<file path="src/rtl/tt_vpu_sched_pkg.sv">
// Shared types and helpers for the OVI issue scheduler and its completion ROB.
package tt_vpu_sched_pkg;

   // Scoreboard-id width carried by every ROB entry.
   localparam int SCHED_SB_W = 5;

   typedef enum logic [0:0] {
      INIT = 1'b0,
      RUN  = 1'b1
   } sched_state_e;

   typedef struct packed {
      logic [SCHED_SB_W-1:0] sb_id;
      logic                  done;
      logic                  valid;
   } rob_entry_t;

   // Bits needed to hold the values 0..n inclusive.
   function automatic int clog2p1(input int n);
      return $clog2(n + 1);
   endfunction

endpackage

</file>
<file path="src/rtl/tt_vpu_cpl_rob.sv">
// Completion reorder buffer: allocates entries in dispatch order, marks them
// done by sb_id lookup in any order, and retires the head when it is done.
// ROB_DEPTH must be a power of two; the extra pointer bit is the wrap phase.
module tt_vpu_cpl_rob
   import tt_vpu_sched_pkg::*;
#(
   parameter int ROB_DEPTH = 8,
   parameter int SB_W      = SCHED_SB_W
) (
   input  logic            i_clk,
   input  logic            i_reset,
   input  logic            i_alloc,
   input  logic [SB_W-1:0] i_alloc_sb_id,
   input  logic            i_done_valid,
   input  logic [SB_W-1:0] i_done_sb_id,
   output logic            o_full,
   output logic            o_head_pop,
   output logic [SB_W-1:0] o_head_sb_id,
   output logic            o_done_miss
);

   localparam int IW = $clog2(ROB_DEPTH);
   localparam int PW = IW + 1;

   rob_entry_t              r_rob [ROB_DEPTH];
   logic [PW-1:0]           r_wr_ptr;
   logic [PW-1:0]           r_rd_ptr;

   logic [IW-1:0]           w_wr_idx;
   logic [IW-1:0]           w_rd_idx;
   rob_entry_t              w_head;
   logic [ROB_DEPTH-1:0]    w_hit;
   logic                    w_alloc_hit;

   assign w_wr_idx     = r_wr_ptr[IW-1:0];
   assign w_rd_idx     = r_rd_ptr[IW-1:0];
   assign w_head       = r_rob[w_rd_idx];
   assign o_full       = (w_wr_idx == w_rd_idx) && (r_wr_ptr[IW] != r_rd_ptr[IW]);
   assign o_head_sb_id = w_head.sb_id;

   // Done lookup against every resident entry.
   always_comb begin
      w_hit = '0;
      for (int i = 0; i < ROB_DEPTH; i++) begin
         w_hit[i] = r_rob[i].valid && (r_rob[i].sb_id == i_done_sb_id);
      end
   end

   // A done report may also target the entry being written this cycle.
   assign w_alloc_hit = i_alloc && (i_alloc_sb_id == i_done_sb_id);

   // Head retires when already done or when its done report arrives now.
   assign o_head_pop  = w_head.valid &&
                        (w_head.done || (i_done_valid && w_hit[w_rd_idx]));

   assign o_done_miss = i_done_valid && (w_hit == '0) && !w_alloc_hit;

   // Entry storage, done marking, head retire and tail allocate.
   always_ff @(posedge i_clk) begin
      if (i_reset) begin
         r_wr_ptr <= '0;
         r_rd_ptr <= '0;
         for (int i = 0; i < ROB_DEPTH; i++) begin
            r_rob[i].valid <= 1'b0;
            r_rob[i].done  <= 1'b0;
         end
      end else begin
         for (int i = 0; i < ROB_DEPTH; i++) begin
            if (i_done_valid && w_hit[i]) begin
               r_rob[i].done <= 1'b1;
            end
         end
         if (o_head_pop) begin
            r_rob[w_rd_idx].valid <= 1'b0;
            r_rd_ptr              <= r_rd_ptr + PW'(1);
         end
         // Allocation is last so a full-ROB retire+refill of the same slot keeps the new entry.
         if (i_alloc) begin
            r_rob[w_wr_idx].sb_id <= i_alloc_sb_id;
            r_rob[w_wr_idx].done  <= i_done_valid && w_alloc_hit;
            r_rob[w_wr_idx].valid <= 1'b1;
            r_wr_ptr              <= r_wr_ptr + PW'(1);
         end
      end
   end

endmodule

</file>
<file path="src/rtl/tt_vpu_issue_sched.sv">
// OVI issue scheduler: grants the initial issue credits, returns credits for
// popped and killed entries, hands FIFO heads to the VPU and turns
// out-of-order VPU done reports into in-order OVI completions.
module tt_vpu_issue_sched
   import tt_vpu_sched_pkg::*;
#(
   parameter int FIFO_DEPTH = 4,
   parameter int ROB_DEPTH  = 8,
   parameter int SB_W       = SCHED_SB_W
) (
   input  logic            i_clk,
   input  logic            i_reset,
   input  logic            i_issue_valid,
   input  logic            i_dispatch_next_senior,
   input  logic            i_dispatch_kill,
   output logic            o_issue_credit,
   output logic            o_fifo_read_req,
   input  logic            i_fifo_read_valid,
   input  logic [SB_W-1:0] i_fifo_read_sb_id,
   input  logic            i_vpu_ready,
   output logic            o_vpu_inst_valid,
   output logic [SB_W-1:0] o_vpu_inst_sb_id,
   input  logic            i_vpu_done_valid,
   input  logic [SB_W-1:0] i_vpu_done_sb_id,
   output logic            o_completed_valid,
   output logic [SB_W-1:0] o_completed_sb_id,
   output logic            o_sched_err
);

   // Counter width and a wider scratch width so sums never wrap before checking.
   localparam int CW = clog2p1(FIFO_DEPTH);
   localparam int AW = CW + 2;

   sched_state_e    r_state;
   logic [CW-1:0]   r_init_cnt;
   logic [CW-1:0]   r_spec_cnt;
   logic [CW-1:0]   r_owed;
   logic [CW-1:0]   r_core_cred;
   logic            r_issue_credit;
   logic            r_completed_valid;
   logic [SB_W-1:0] r_completed_sb_id;
   logic            r_sched_err;

   logic            w_run;
   logic            w_rob_full;
   logic            w_rob_pop;
   logic [SB_W-1:0] w_rob_head_sb_id;
   logic            w_rob_miss;
   logic            w_read_req;
   logic            w_fire;
   logic            w_senior_ok;
   logic [AW-1:0]   w_spec_upd;
   logic [AW-1:0]   w_reclaim;
   logic [CW-1:0]   w_spec_next;
   logic [AW-1:0]   w_avail;
   logic            w_credit_run;
   logic [AW-1:0]   w_owed_raw;
   logic [CW-1:0]   w_owed_next;
   logic            w_owed_ovf;
   logic            w_cred_take;
   logic [AW-1:0]   w_cred_raw;
   logic [CW-1:0]   w_cred_next;
   logic            w_sched_err_set;

   // Clamp a scratch value into the 0..FIFO_DEPTH counter range.
   function automatic logic [CW-1:0] sat_cnt(input logic [AW-1:0] v);
      if (v > AW'(FIFO_DEPTH)) begin
         return CW'(FIFO_DEPTH);
      end
      return v[CW-1:0];
   endfunction

   tt_vpu_cpl_rob #(
      .ROB_DEPTH (ROB_DEPTH),
      .SB_W      (SB_W)
   ) u_rob (
      .i_clk         (i_clk),
      .i_reset       (i_reset),
      .i_alloc       (w_fire),
      .i_alloc_sb_id (i_fifo_read_sb_id),
      .i_done_valid  (i_vpu_done_valid),
      .i_done_sb_id  (i_vpu_done_sb_id),
      .o_full        (w_rob_full),
      .o_head_pop    (w_rob_pop),
      .o_head_sb_id  (w_rob_head_sb_id),
      .o_done_miss   (w_rob_miss)
   );

   // A full ROB still accepts when its head retires in the same cycle.
   assign w_run      = (r_state == RUN);
   assign w_read_req = w_run && i_vpu_ready && (!w_rob_full || w_rob_pop);
   assign w_fire     = w_read_req && i_fifo_read_valid;

   assign o_fifo_read_req   = w_read_req;
   assign o_vpu_inst_valid  = w_fire;
   assign o_vpu_inst_sb_id  = i_fifo_read_sb_id;
   assign o_issue_credit    = r_issue_credit;
   assign o_completed_valid = r_completed_valid;
   assign o_completed_sb_id = r_completed_sb_id;
   assign o_sched_err       = r_sched_err;

   // Next-state arithmetic for speculative, owed and core-held credit counts.
   always_comb begin
      w_senior_ok  = i_dispatch_next_senior && ((r_spec_cnt != '0) || i_issue_valid);
      w_spec_upd   = AW'(r_spec_cnt) + AW'(i_issue_valid) - AW'(w_senior_ok);
      w_reclaim    = i_dispatch_kill ? w_spec_upd : '0;
      w_spec_next  = i_dispatch_kill ? '0 : sat_cnt(w_spec_upd);

      w_avail      = AW'(r_owed) + AW'(w_fire) + w_reclaim;
      w_credit_run = w_run && (w_avail != '0);
      w_owed_raw   = w_avail - AW'(w_credit_run);
      w_owed_next  = sat_cnt(w_owed_raw);
      w_owed_ovf   = (w_owed_raw > AW'(FIFO_DEPTH));

      // Core-held credits: every pulse adds one, every issue spends one.
      w_cred_take  = i_issue_valid && (r_core_cred != '0);
      w_cred_raw   = AW'(r_core_cred) + AW'(r_issue_credit) - AW'(w_cred_take);
      w_cred_next  = sat_cnt(w_cred_raw);

      w_sched_err_set = w_rob_miss ||
                        (i_issue_valid && (r_core_cred == '0)) ||
                        (i_dispatch_kill && i_issue_valid) ||
                        (i_dispatch_next_senior && (r_spec_cnt == '0) && !i_issue_valid) ||
                        w_owed_ovf;
   end

   // INIT/RUN sequencing, counters, registered credit/completion outputs and sticky error.
   always_ff @(posedge i_clk) begin
      if (i_reset) begin
         r_state           <= INIT;
         r_init_cnt        <= '0;
         r_spec_cnt        <= '0;
         r_owed            <= '0;
         r_core_cred       <= '0;
         r_issue_credit    <= 1'b0;
         r_completed_valid <= 1'b0;
         r_completed_sb_id <= '0;
         r_sched_err       <= 1'b0;
      end else begin
         case (r_state)
            INIT: begin
               r_issue_credit <= 1'b1;
               r_init_cnt     <= r_init_cnt + CW'(1);
               if (r_init_cnt == CW'(FIFO_DEPTH - 1)) begin
                  r_state <= RUN;
               end
            end
            RUN: begin
               r_issue_credit <= w_credit_run;
            end
            default: begin
               r_state        <= INIT;
               r_issue_credit <= 1'b0;
            end
         endcase
         r_spec_cnt        <= w_spec_next;
         r_owed            <= w_owed_next;
         r_core_cred       <= w_cred_next;
         r_completed_valid <= w_rob_pop;
         if (w_rob_pop) begin
            r_completed_sb_id <= w_rob_head_sb_id;
         end
         if (w_sched_err_set) begin
            r_sched_err <= 1'b1;
         end
      end
   end

endmodule

</file>
<file path="config.mk">
export PLATFORM = sky130hd
export DESIGN_NAME = tt_vpu_issue_sched
export DESIGN_NICKNAME = d
export VERILOG_FILES = /design/src/rtl/tt_vpu_sched_pkg.sv /design/src/rtl/tt_vpu_cpl_rob.sv /design/src/rtl/tt_vpu_issue_sched.sv
export SDC_FILE = /design/constraint.sdc
export NUM_CORES = 1
export LEC_CHECK = 0
export BUFFER_PORTS_ARGS = -buffer_cell sky130_fd_sc_hd__buf_2
export CORE_MARGIN = 2
export CORE_UTILIZATION = 35
export DETAILED_ROUTE_END_ITERATION = 8
export GPL_ROUTABILITY_DRIVEN = 0
export PLACE_DENSITY_LB_ADDON = 0.05
export SLEW_MARGIN = 20
export SYNTH_ARGS = -nofsm -noshare
export SYNTH_HDL_FRONTEND = slang
export SYNTH_SLANG_ARGS = --single-unit
</file>
<file path="constraint.sdc">
create_clock -name i_clk -period 8.62 [get_ports i_clk]
set_clock_uncertainty 0.05 [all_clocks]
set_input_delay 1.293 -clock i_clk [delete_from_list [all_inputs] [get_ports i_clk]]
set_output_delay 1.293 -clock i_clk [all_outputs]
set_load 0.02 [all_outputs]
</file>
## Word level (Yosys, flattened, before mapping)

Memory sizes are Yosys's and may differ from the RTL's. A register that Yosys moved wholly into a read port is not among the register bits.
Cells that the tools add are included.

| storage, ports and cells | value |
|---|---|
| RAM bits | 56 |
| memories | 1 |
| bits of input ports | 18 |
| word-level logic and storage cells | 154 |
| register bits after elaboration | 29 |
| latch bits | 0 |
| bits in read-only memories | 0 |
| output and inout bits | 15 |

| operators by class | value |
|---|---|
| add/subtract/negate cells | 10 |
| shifts and indexed selects | 0 |
| reduce and logical (&&, ||, !) cells | 50 |
| magnitude comparators | 4 |
| multiplexer cells | 57 |
| bitwise gates (word level) | 9 |
| divide/modulo/power cells | 0 |
| equal/unequal tests | 12 |
| $mul | 0 |

Memories:

| name | depth | width | read ports | clocked after Yosys merged registers in | wr ports | line | RTL |
|---|---|---|---|---|---|---|---|
| u_rob.r_rob | 8 | 7 | 9 | 1 | 10 | tt_vpu_cpl_rob.sv:25 | `rob_entry_t r_rob [ROB_DEPTH];` |

Operator list:

| kind | count |
|---|---|
| $mux W1 | 46 |
| $eq A5 B5 Y1 | 9 |
| $logic_and A1 B1 Y1 | 33 |
| $mux W3 | 8 |
| $gt A5 B3 Y1 const B | 3 |
| $add A3 B1 Y4 | 3 |
| $sub A4 B1 Y5 | 2 |
| $add A4 B1 Y4 const B | 2 |
| $logic_not A8 Y1 | 1 |
| $or A1 B1 Y1 | 8 |
| $logic_or A1 B1 Y1 | 7 |
| $logic_not A3 Y1 | 2 |
| $reduce_bool A3 Y1 | 2 |
| $add A4 B5 Y5 | 1 |
| $mux W5 | 1 |
| $reduce_bool A5 Y1 | 1 |
| $sub A5 B1 Y5 | 1 |
| $lt A3 B4 Y1 const B | 1 |
| $add A3 B1 Y3 const B | 1 |
| $bmux W1 S3 | 1 |
| $eq A3 B2 Y1 const B | 1 |
| $eq A3 B3 Y1 | 1 |
| $logic_not A1 Y1 | 3 |
| $pmux W1 S2 | 1 |
| 3 further kinds | 3 |

## Depth between registers and ports, before layout

Gate-level depths: netlist of the first run.
An unclocked memory read counts as a cell.

| depth | value |
|---|---|
| depth in word-level cells | 19 |
| depth in mapped cells | 26 |
| mapped depth without buffers | 24 |

## Hierarchy

From an unflattened synthesis of the first run, not the netlist that was laid out.

| unflattened totals | value |
|---|---|
| cell total of the unflattened synthesis | 449 |
| area total of the unflattened synthesis | 5021.1 µm² |

Modules (own cells, without submodules):

| module | area each (µm²) | cells an instance | sequential area each (µm²) | instances |
|---|---|---|---|---|
| tt_vpu_cpl_rob | 3559.7 | 282 | 1811.7 | 1 |
| tt_vpu_issue_sched | 1461.4 | 167 | 420.4 | 1 |

## Least setup slack after synthesis of the first run

OpenSTA, ideal clock, no wires.

| path | value |
|---|---|
| kind | input -> register |
| from | input i_vpu_done_sb_id[0] |
| to | register r_sched_err, in the netlist o_sched_err |
| cell stages on the path | 26 |
| data arrival time | 5.848 ns |
| data required time | 8.450 ns |
| setup slack | 2.602 ns |
| library setup time | 0.120 ns |
| buffers on the path | 2 |
| path through | buf_4 xor2_1 nor4_2 and4_1 a2111oi_4 o31ai_4 o21bai_4 buf_6 inv_1 fa_1 inv_1 fa_1 nor2b_1 o21ai_0 mux2i_1 xnor2_1 a21oi_1 and4_1 nor2b_1 ha_1 ha_1 nand2_1 a21oi_1 a21oi_1 o21bai_1 o31a_1 |

| on the way | value |
|---|---|
| cells in the longest elaborated chain, start to end | 17 |
| elaborated cells on any way between the ends | 40 |
| classes of those cells | add/sub (3); order compare (1); eq/ne (9); mux (2); reduce/logical (25) |

RTL lines:

| element | line | RTL |
|---|---|---|
| start: declaration | tt_vpu_issue_sched.sv:24 | `input logic [SB_W-1:0] i_vpu_done_sb_id,` |
| $eq A5 B5 Y1 | tt_vpu_cpl_rob.sv:45 | `w_hit[i] = r_rob[i].valid && (r_rob[i].sb_id == i_done_sb_id);` |
| $logic_and A1 B1 Y1 | tt_vpu_cpl_rob.sv:45 |  |
| $bmux W1 S3 (*) | tt_vpu_cpl_rob.sv:54 | `(w_head.done \|\| (i_done_valid && w_hit[w_rd_idx]));` |
| $mux W1 (implied by the code) (*) | tt_vpu_cpl_rob.sv:54 |  |
| $logic_and A1 B1 Y1 (*) | tt_vpu_cpl_rob.sv:54 |  |
| $logic_or A1 B1 Y1 (*) | tt_vpu_cpl_rob.sv:54 |  |
| $logic_and A1 B1 Y1 (*) | tt_vpu_cpl_rob.sv:53 | `assign o_head_pop = w_head.valid &&` |
| $logic_or A1 B1 Y1 (*) | tt_vpu_issue_sched.sv:91 | `assign w_read_req = w_run && i_vpu_ready && (!w_rob_full \|\| w_rob_pop);` |
| [2 not listed] | -- |  |
| net o_vpu_inst_valid | tt_vpu_issue_sched.sv:21 | `output logic o_vpu_inst_valid,` |
| $add A3 B1 Y4 or $logic_and A1 B1 Y1 (tied branches) | tt_vpu_issue_sched.sv:109, tt_vpu_cpl_rob.sv:50 |  |
| $add A4 B5 Y5 or $logic_not A1 Y1 (tied branches) | tt_vpu_issue_sched.sv:109, tt_vpu_cpl_rob.sv:56 |  |
| $reduce_bool A5 Y1 or $logic_and A1 B1 Y1 (tied branches) | tt_vpu_issue_sched.sv:110, tt_vpu_cpl_rob.sv:56 |  |
| $logic_and A1 B1 Y1 or $logic_or A1 B1 Y1 (tied branches) | tt_vpu_issue_sched.sv:110, tt_vpu_issue_sched.sv:120 |  |
| $sub A5 B1 Y5 or $logic_or A1 B1 Y1 (tied branches) | tt_vpu_issue_sched.sv:111, tt_vpu_issue_sched.sv:121 |  |
| $gt A5 B3 Y1 or $logic_or A1 B1 Y1 (tied branches) | tt_vpu_issue_sched.sv:113, tt_vpu_issue_sched.sv:122 |  |
| $logic_or A1 B1 Y1 (*) | tt_vpu_issue_sched.sv:123 | `(i_dispatch_next_senior && (r_spec_cnt == '0) && !i_issue_valid) \|\|` |
| end signal: assignment | tt_vpu_issue_sched.sv:138 | `r_sched_err <= 1'b0;` |
| end signal: assignment | tt_vpu_issue_sched.sv:164 | `r_sched_err <= 1'b1;` |
| end: declaration | tt_vpu_issue_sched.sv:42 | `logic r_sched_err;` |

The timed path passes the listed nets; every way through them passes the cells marked *. The select of a mux whose other input is x is not followed.
A chain may end at the register's enable or synchronous reset.

## Worst setup path in the final report of the first run

| path | value |
|---|---|
| from | input i_vpu_done_sb_id[2] |
| to | register r_sched_err, in the netlist o_sched_err |

| on the way | value |
|---|---|
| cells in the longest elaborated chain, start to end | 17 |
| elaborated cells on any way between the ends | 40 |
| classes of those cells | add/sub (3); order compare (1); eq/ne (9); mux (2); reduce/logical (25) |

RTL lines:

| element | line | RTL |
|---|---|---|
| $eq A5 B5 Y1 | tt_vpu_cpl_rob.sv:45 |  |
| $logic_and A1 B1 Y1 | tt_vpu_cpl_rob.sv:45 |  |
| $bmux W1 S3 | tt_vpu_cpl_rob.sv:54 |  |
| $mux W1 (implied by the code) | tt_vpu_cpl_rob.sv:54 |  |
| $logic_and A1 B1 Y1 | tt_vpu_cpl_rob.sv:54 |  |
| $logic_or A1 B1 Y1 | tt_vpu_cpl_rob.sv:54 |  |
| $logic_and A1 B1 Y1 | tt_vpu_cpl_rob.sv:53 |  |
| $logic_or A1 B1 Y1 | tt_vpu_issue_sched.sv:91 |  |
| $logic_and A1 B1 Y1 | tt_vpu_issue_sched.sv:91 |  |
| $logic_and A1 B1 Y1 | tt_vpu_issue_sched.sv:92 | `assign w_fire = w_read_req && i_fifo_read_valid;` |
| $add A3 B1 Y4 or $logic_and A1 B1 Y1 (tied branches) | tt_vpu_issue_sched.sv:109, tt_vpu_cpl_rob.sv:50 |  |
| $add A4 B5 Y5 or $logic_not A1 Y1 (tied branches) | tt_vpu_issue_sched.sv:109, tt_vpu_cpl_rob.sv:56 |  |
| $reduce_bool A5 Y1 or $logic_and A1 B1 Y1 (tied branches) | tt_vpu_issue_sched.sv:110, tt_vpu_cpl_rob.sv:56 |  |
| $logic_and A1 B1 Y1 or $logic_or A1 B1 Y1 (tied branches) | tt_vpu_issue_sched.sv:110, tt_vpu_issue_sched.sv:120 |  |
| $sub A5 B1 Y5 or $logic_or A1 B1 Y1 (tied branches) | tt_vpu_issue_sched.sv:111, tt_vpu_issue_sched.sv:121 |  |
| $gt A5 B3 Y1 or $logic_or A1 B1 Y1 (tied branches) | tt_vpu_issue_sched.sv:113, tt_vpu_issue_sched.sv:122 |  |
| $logic_or A1 B1 Y1 (*) | tt_vpu_issue_sched.sv:123 |  |

Mark *: on every way between the ends. The rest lies on a longest branch, timed or not. The select of a mux whose other input is x is not followed.

==> results of run 1 <==
cells in the mapped netlist (8+ instances only):
cell / count
xnor2_1: 18
and3_1: 8
and2_1: 44
a21oi_1: 14
nor2_1: 32
inv_1: 24
nand2_1: 20
mux4_2: 11
xor2_1: 42
nand3_1: 8
ha_1: 19
buf_4: 11
dfxtp_1: 41
clkbuf_1: 12
nand2b_1: 14
mux2i_1: 19
edfxtp_1: 47
nor4_1: 9
o21ai_0: 9
nor3_1: 8
per-stage QoR:
step           utilization [%]  area (um^2)  std cells
3_5_place_dp              37.2         5590        690
4_1_cts                   39.1         5880        706
6_report                  39.1         5880        706
2_1_floorplan                -         5340        497
3_3_place_gp              37.2         5590        690
5_1_grt                   39.1         5880        706
where the power goes:
group	total [mW]	switching (mW)	leakage (nW)	internal [mW]
Sequential	0.471	0.0154	0.843	0.456
Clock	0.394	0.170	0.136	0.224
Combinational	0.236	0.136	1.36	0.100
layer usage:
metal / share of wire [%] / global-route usage (%) / vias to the layer above
li1: - / - / 1802
met5: 0 / 0 / -
met1: 48 / 25.6 / 1799
met2: 45 / 27.9 / 110
met4: 2.1 / 6.53 / 0
met3: 4.9 / 3.56 / 26
registers in the layout (all words and copies together), names as in the netlist, named ones only:
| register | cells |
|---|---|
| u_rob.r_wr_ptr | 4 |
| r_owed | 3 |
| r_core_cred | 3 |
| r_state | 1 |
| o_completed_valid | 1 |
| o_completed_sb_id | 5 |
| u_rob.r_rob | 56 |
| o_sched_err | 1 |
| r_init_cnt | 3 |
| o_issue_credit | 1 |
| r_spec_cnt | 3 |
| u_rob.r_rd_ptr | 4 |
worst max-delay path by stage:
stage                                   start                        to  slack, ns  cells past startpoint
after floorplan           i_vpu_done_sb_id[0]  o_sched_err$_SDFFE_PP0P_       2.60                     26
after global placement    i_vpu_done_sb_id[2]  o_sched_err$_SDFFE_PP0P_       2.15                     25
after detailed placement  i_vpu_done_sb_id[2]  o_sched_err$_SDFFE_PP0P_       2.07                     25
after CTS                 i_vpu_done_sb_id[2]  o_sched_err$_SDFFE_PP0P_       2.43                     25
after global routing      i_vpu_done_sb_id[2]  o_sched_err$_SDFFE_PP0P_       1.95                     25
final                     i_vpu_done_sb_id[2]  o_sched_err$_SDFFE_PP0P_       2.39                     25
critical path: stages:
cell and delay (ns):
buf_2 0.23, xor2_1 0.25, nor4_1 0.10, and3_1 0.25, a2111oi_4 0.42, o31ai_4 0.14, o21bai_4 0.56, inv_1 0.14
fa_1 0.42, inv_1 0.08, fa_1 0.20, nor2b_1 0.06, o21ai_0 0.14, mux2i_1 0.11, xnor2_1 0.16, a21oi_1 0.20
and4_1 0.23, nor2b_1 0.06, ha_1 0.21, ha_1 0.35, nand2_1 0.07, a21oi_1 0.15, a21oi_1 0.08, o21bai_1 0.20
o31a_1 0.30
cell type report:
class	count	area, um^2
Fill cell	1466	9150
Multi-Input combinational cell	356	2850
Sequential cell	88	2230
Tap cell	188	235
Clock buffer	9	225
Timing Repair Buffer	34	175
Inverter	24	90.1
Clock inverter	7	71.3
cell families (layout without fill, tap and decap cells):
| logic type | count (synthesis) | in the layout | synth area share, % |
|---|---|---|---|
| and+or+nand+nor | 170 | 170 | 18.8 |
| DFF | 88 | 88 | 41.8 |
| AOI/OAI and AO/OA | 73 | 73 | 10.6 |
| xor gates and xnor gates | 60 | 60 | 9.85 |
| buffers and inverters | 53 | 74 | 4.69 |
| muxes | 30 | 30 | 8.21 |
| adders and majority gates | 23 | 23 | 5.96 |
==> metrics.txt, run 1 <==
row cnt=45; Buffers on Ports=32; post-CTS sizing=0; CTS root buf=clkbuf_16; Rel. slew slack=30.2%; DRT iter0 DRCs=293; # IOs=33; top cells by area, synth=edfxtp_1 26%, dfxtp_1 15%, xor2_1 6.9%; final hold vios=0; hold slack=0.450 ns; Via Count=3737; initial antenna violation count=0; HP Start=o_completed_sb_id[4]$_SDFFE_PP0N_; total die area=16200 um^2; worst hold path depth=2; Yosys reg bits=88; Setup WS pre-CTS=2.07 ns; VDD IR max=0.0000833 V; Reg2Reg Capture Point=o_sched_err$_SDFFE_PP0P_; CTS tree=done; drt drc=0; Clock Tree Buf Depth=2; Mapped Cells=497; Final Setup Violations=0; Netlist cell types=57; chip height=127 um; Routed WL=13.9 mm; Worst-Skew Late Latency=0.35 ns; Post-Syn Area=5340 um^2; f_max=0.161 GHz; post-detailed-route wirelength per cell=19.7 um; share of the synthesized area in the top cell type=26.5%; Worst setup EP type=register; Period minus WS final=6.23 ns; GR Util All Layers=18.2%; CP max FO=17; Seq/Total Area, Yosys=41.8%; Mapped Nets=538; hold buffer count at cts=0; clock slew at reported path FFs=0.07 ns; Critical Path Source Type=input pin; Worst Path Arrival=6.41 ns; Reg2Reg Depth=24; RSZ-0062 raised after global routing=false; clock sink total=88; grt total ovfl=0; Final HPWL DP=10.1 mm; critical setup path kind=input pin to register; status=completed; die width=127 um; core area=15000 um^2; syn avg cell area=10.7 um^2; Pre-Repair DR Iteration Count=5; global-route wire length before repair=22.0 mm; diode count=0; number of synthesized flops with an enable pin=47; largest net degree at the start of global routing=34; synth warn=0; Max Cap Viol=0; Post-CTS Setup Repair Bufs=0; power consumption=1.10 mW; number of vias per cell=5.29; number of global-route vias before repair=3714; fraction of registers with async set/reset=0%; Final ANT Viol Nets=0; setup tns final=0 ns; Leak=2.34 nW; worst hold path class=register to register; PD cells=187 nW/um^2; biggest area consumer among synthesized cells=edfxtp_1; r2r setup slk=2.94 ns; Worst-Margin Slew=1.04 ns; H-tree Lvls=3; Slew Viols, Final=0; CTS buffer count=9; Most used DFF post-synth=edfxtp_1; required time worst endpoint=8.81 ns; most common cell after layout, fill and taps aside=edfxtp_1; fin crit share=72.2%; Final nets=554; most frequent cells in the layout=47 x edfxtp_1, 44 x and2_1, 42 x xor2_1; Initial Util=35.5%; area growth from synthesis to layout=10.2%; share of cells above drive strength 1=14.7%; Worst Hold End=o_completed_sb_id[4]$_SDFFE_PP0N_; Final WS setup=2.39 ns
Note: power is estimated with default switching activity, not from simulation.
==> run 2, diff against run 1 <==
- clock period: 8.62 -> 6 ns (I/O delays scaled with it)
==> metrics.txt, run 2 (synthesis gave the netlist of run 1 again) <==
power consumption=1.59 mW (+44%); CP max stage cell=fa_1; Worst-Margin Slew=1.02 ns (-0.0193 ns); row cnt=45 (unchanged); largest net degree at the start of global routing=34 (unchanged); most common cell after layout, fill and taps aside=edfxtp_1; metal2 WL=6.53 mm (+4.6%); initial antenna violation count=0 (unchanged); placed insts=697 (+1.0%); number of vias per cell=5.22 (-1.4%); area of placed instances=5640 um^2 (+0.94%); core area=15000 um^2 (unchanged); most frequent cells in the layout=47 x edfxtp_1, 44 x and2_1, 42 x xor2_1; Buffers on Ports=32 (unchanged); Max Cap Viol=0 (unchanged); area growth from synthesis to layout=11.2%; clock slew at reported path FFs=0.06 ns (about the same); Period minus WS final=5.53 ns; Final nets=561 (+1.3%); worst hold path class=register to register; drt drc=0 (unchanged); Met1 Wirelength=6.33 mm (-5.4%); chip height=127 um (unchanged); clock sink total=88 (unchanged); GR Util All Layers=17.6% (-0.59 points); Leak=2.39 nW (+1.9%); Worst Path Arrival=5.71 ns (-0.70 ns); fin crit share=92.2%; CTS buffer count=9 (unchanged); # IOs=33 (unchanged); required time worst endpoint=6.18 ns (-2.63 ns); setup tns final=0 ns (unchanged); CP max FO=9 (-8); DR WL met3=547 um (-20%); DRT iter0 DRCs=204 (-30%); VDD IR max=0.000129 V (+55%); RSZ-0062 raised after global routing=false; grt total ovfl=0 (unchanged); Routed WL=13.6 mm (-2.3%); Critical Path Source Type=input pin; share of cells above drive strength 1=15.6% (+0.95 points); Via Count=3723 (-0.37%); critical setup path kind=input pin to register; Worst-Skew Late Latency=0.34 ns (about the same); Final ANT Viol Nets=0 (unchanged); global-route wire length before repair=21.6 mm (-2.0%); CP max stage delay=0.41 ns (-0.15 ns); Final HPWL DP=10.1 mm (+0.61%); Cell Count, Final, Fillers Out=713 (+0.99%); CTS tree=done; Biggest register=u_rob.r_rob; max reg flops=56 (unchanged); post-CTS sizing=0 (unchanged); hold buffer count at cts=0 (unchanged); Rel. slew slack=31.5% (+1.3 points); Final Setup Violations=0 (unchanged); CTS root buf=clkbuf_16; DR top layer=met4; die width=127 um (unchanged); Pre-Repair DR Iteration Count=4 (-1); Slew Viols, Final=0 (unchanged); final hold vios=0 (unchanged); post-detailed-route wirelength per cell=19.0 um (-3.3%); f_max=0.181 GHz; Worst setup EP type=register; total die area=16200 um^2 (unchanged); Top cell by count, worst path=a21oi_1; Initial Util=35.5% (unchanged); H-tree Lvls=3 (unchanged); number of global-route vias before repair=3736 (+0.59%); design area=5930 um^2 (+0.87%); PD cells=267 nW/um^2 (+43%); status=completed; diode count=0 (unchanged); Clock Tree Buf Depth=2 (unchanged); Post-CTS Setup Repair Bufs=0 (unchanged)
## run 2: cell count changes in the layout (fill, tap and decap cells not counted)
| cell | before | now |
|---|---|---|
| clkbuf_1 | 0 | 1 |
| inv_6 | 1 | 0 |
| clkinv_2 | 0 | 1 |
| nor3_2 | 3 | 2 |
| clkinvlp_4 | 2 | 1 |
| buf_4 | 2 | 9 |
| nor3_4 | 3 | 4 |
## run 2: worst max-delay path: cells and delay by family
kind | cells | cell delay, ns
AND/OR/NAND/NOR | 6 | 1.27
multiplexers | 1 | 0.17
AO/OA/AOI/OAI | 9 | 1.56
adder cells (fa/ha/maj) | 4 | 1.17
buffers and inverters | 3 | 0.34
XOR/XNOR | 2 | 0.32
## run 2: cell type report
cell class,instances,area [um^2]
sequential,88,2230
fill,1492,9100
clock buffer,10,229
timing repair buffer,41,228
tap,188,235
inverter,24,90.1
multi-input combinational,356,2860
clock inverter,6,60.1
## run 2: power breakdown
| part | leakage [nW] | internal, mW | switching (mW) |
|---|---|---|---|
| combinational | 1.41 | 0.151 | 0.202 |
| clock | 0.136 | 0.320 | 0.234 |
| sequential | 0.843 | 0.655 | 0.0225 |
## run 2: final timing paths
| check | start | end | slack [ns] | cells past startpoint |
|---|---|---|---|---|
| min | r_init_cnt[2]$_SDFFE_PP0N_ | r_init_cnt[2]$_SDFFE_PP0N_ | 0.45 | 2 |
| max | i_vpu_done_sb_id[2] | o_sched_err$_SDFFE_PP0P_ | 0.47 | 25 |
| max reg2reg | u_rob.r_rob[0][4]$_DFFE_PP_ | o_sched_err$_SDFFE_PP0P_ | 0.82 | 24 |
| min reg2reg | r_init_cnt[2]$_SDFFE_PP0N_ | r_init_cnt[2]$_SDFFE_PP0N_ | 0.45 | 2 |
## run 2: through the flow
| stage | hold WS [ns] | util [%] | setup slack [ns] |
|---|---|---|---|
| floorplan | 0.404 | - | 0.375 |
| global placement | 0.413 | 37.5 | 0.236 |
| detailed placement | 0.431 | 37.5 | 0.122 |
| CTS | 0.446 | 39.4 | 0.457 |
| global route | 0.475 | 39.5 | 0.102 |
| finish | 0.448 | 39.5 | 0.469 |
## run 2: metal layers
| metal | vias to the layer above | track usage, % |
|---|---|---|
| li1 | 1823 | - |
| met1 | 1820 | 23.8 |
| met2 | 68 | 28.7 |
| met3 | 12 | 3.77 |
| met4 | 0 | 4.72 |
| met5 | - | 0 |
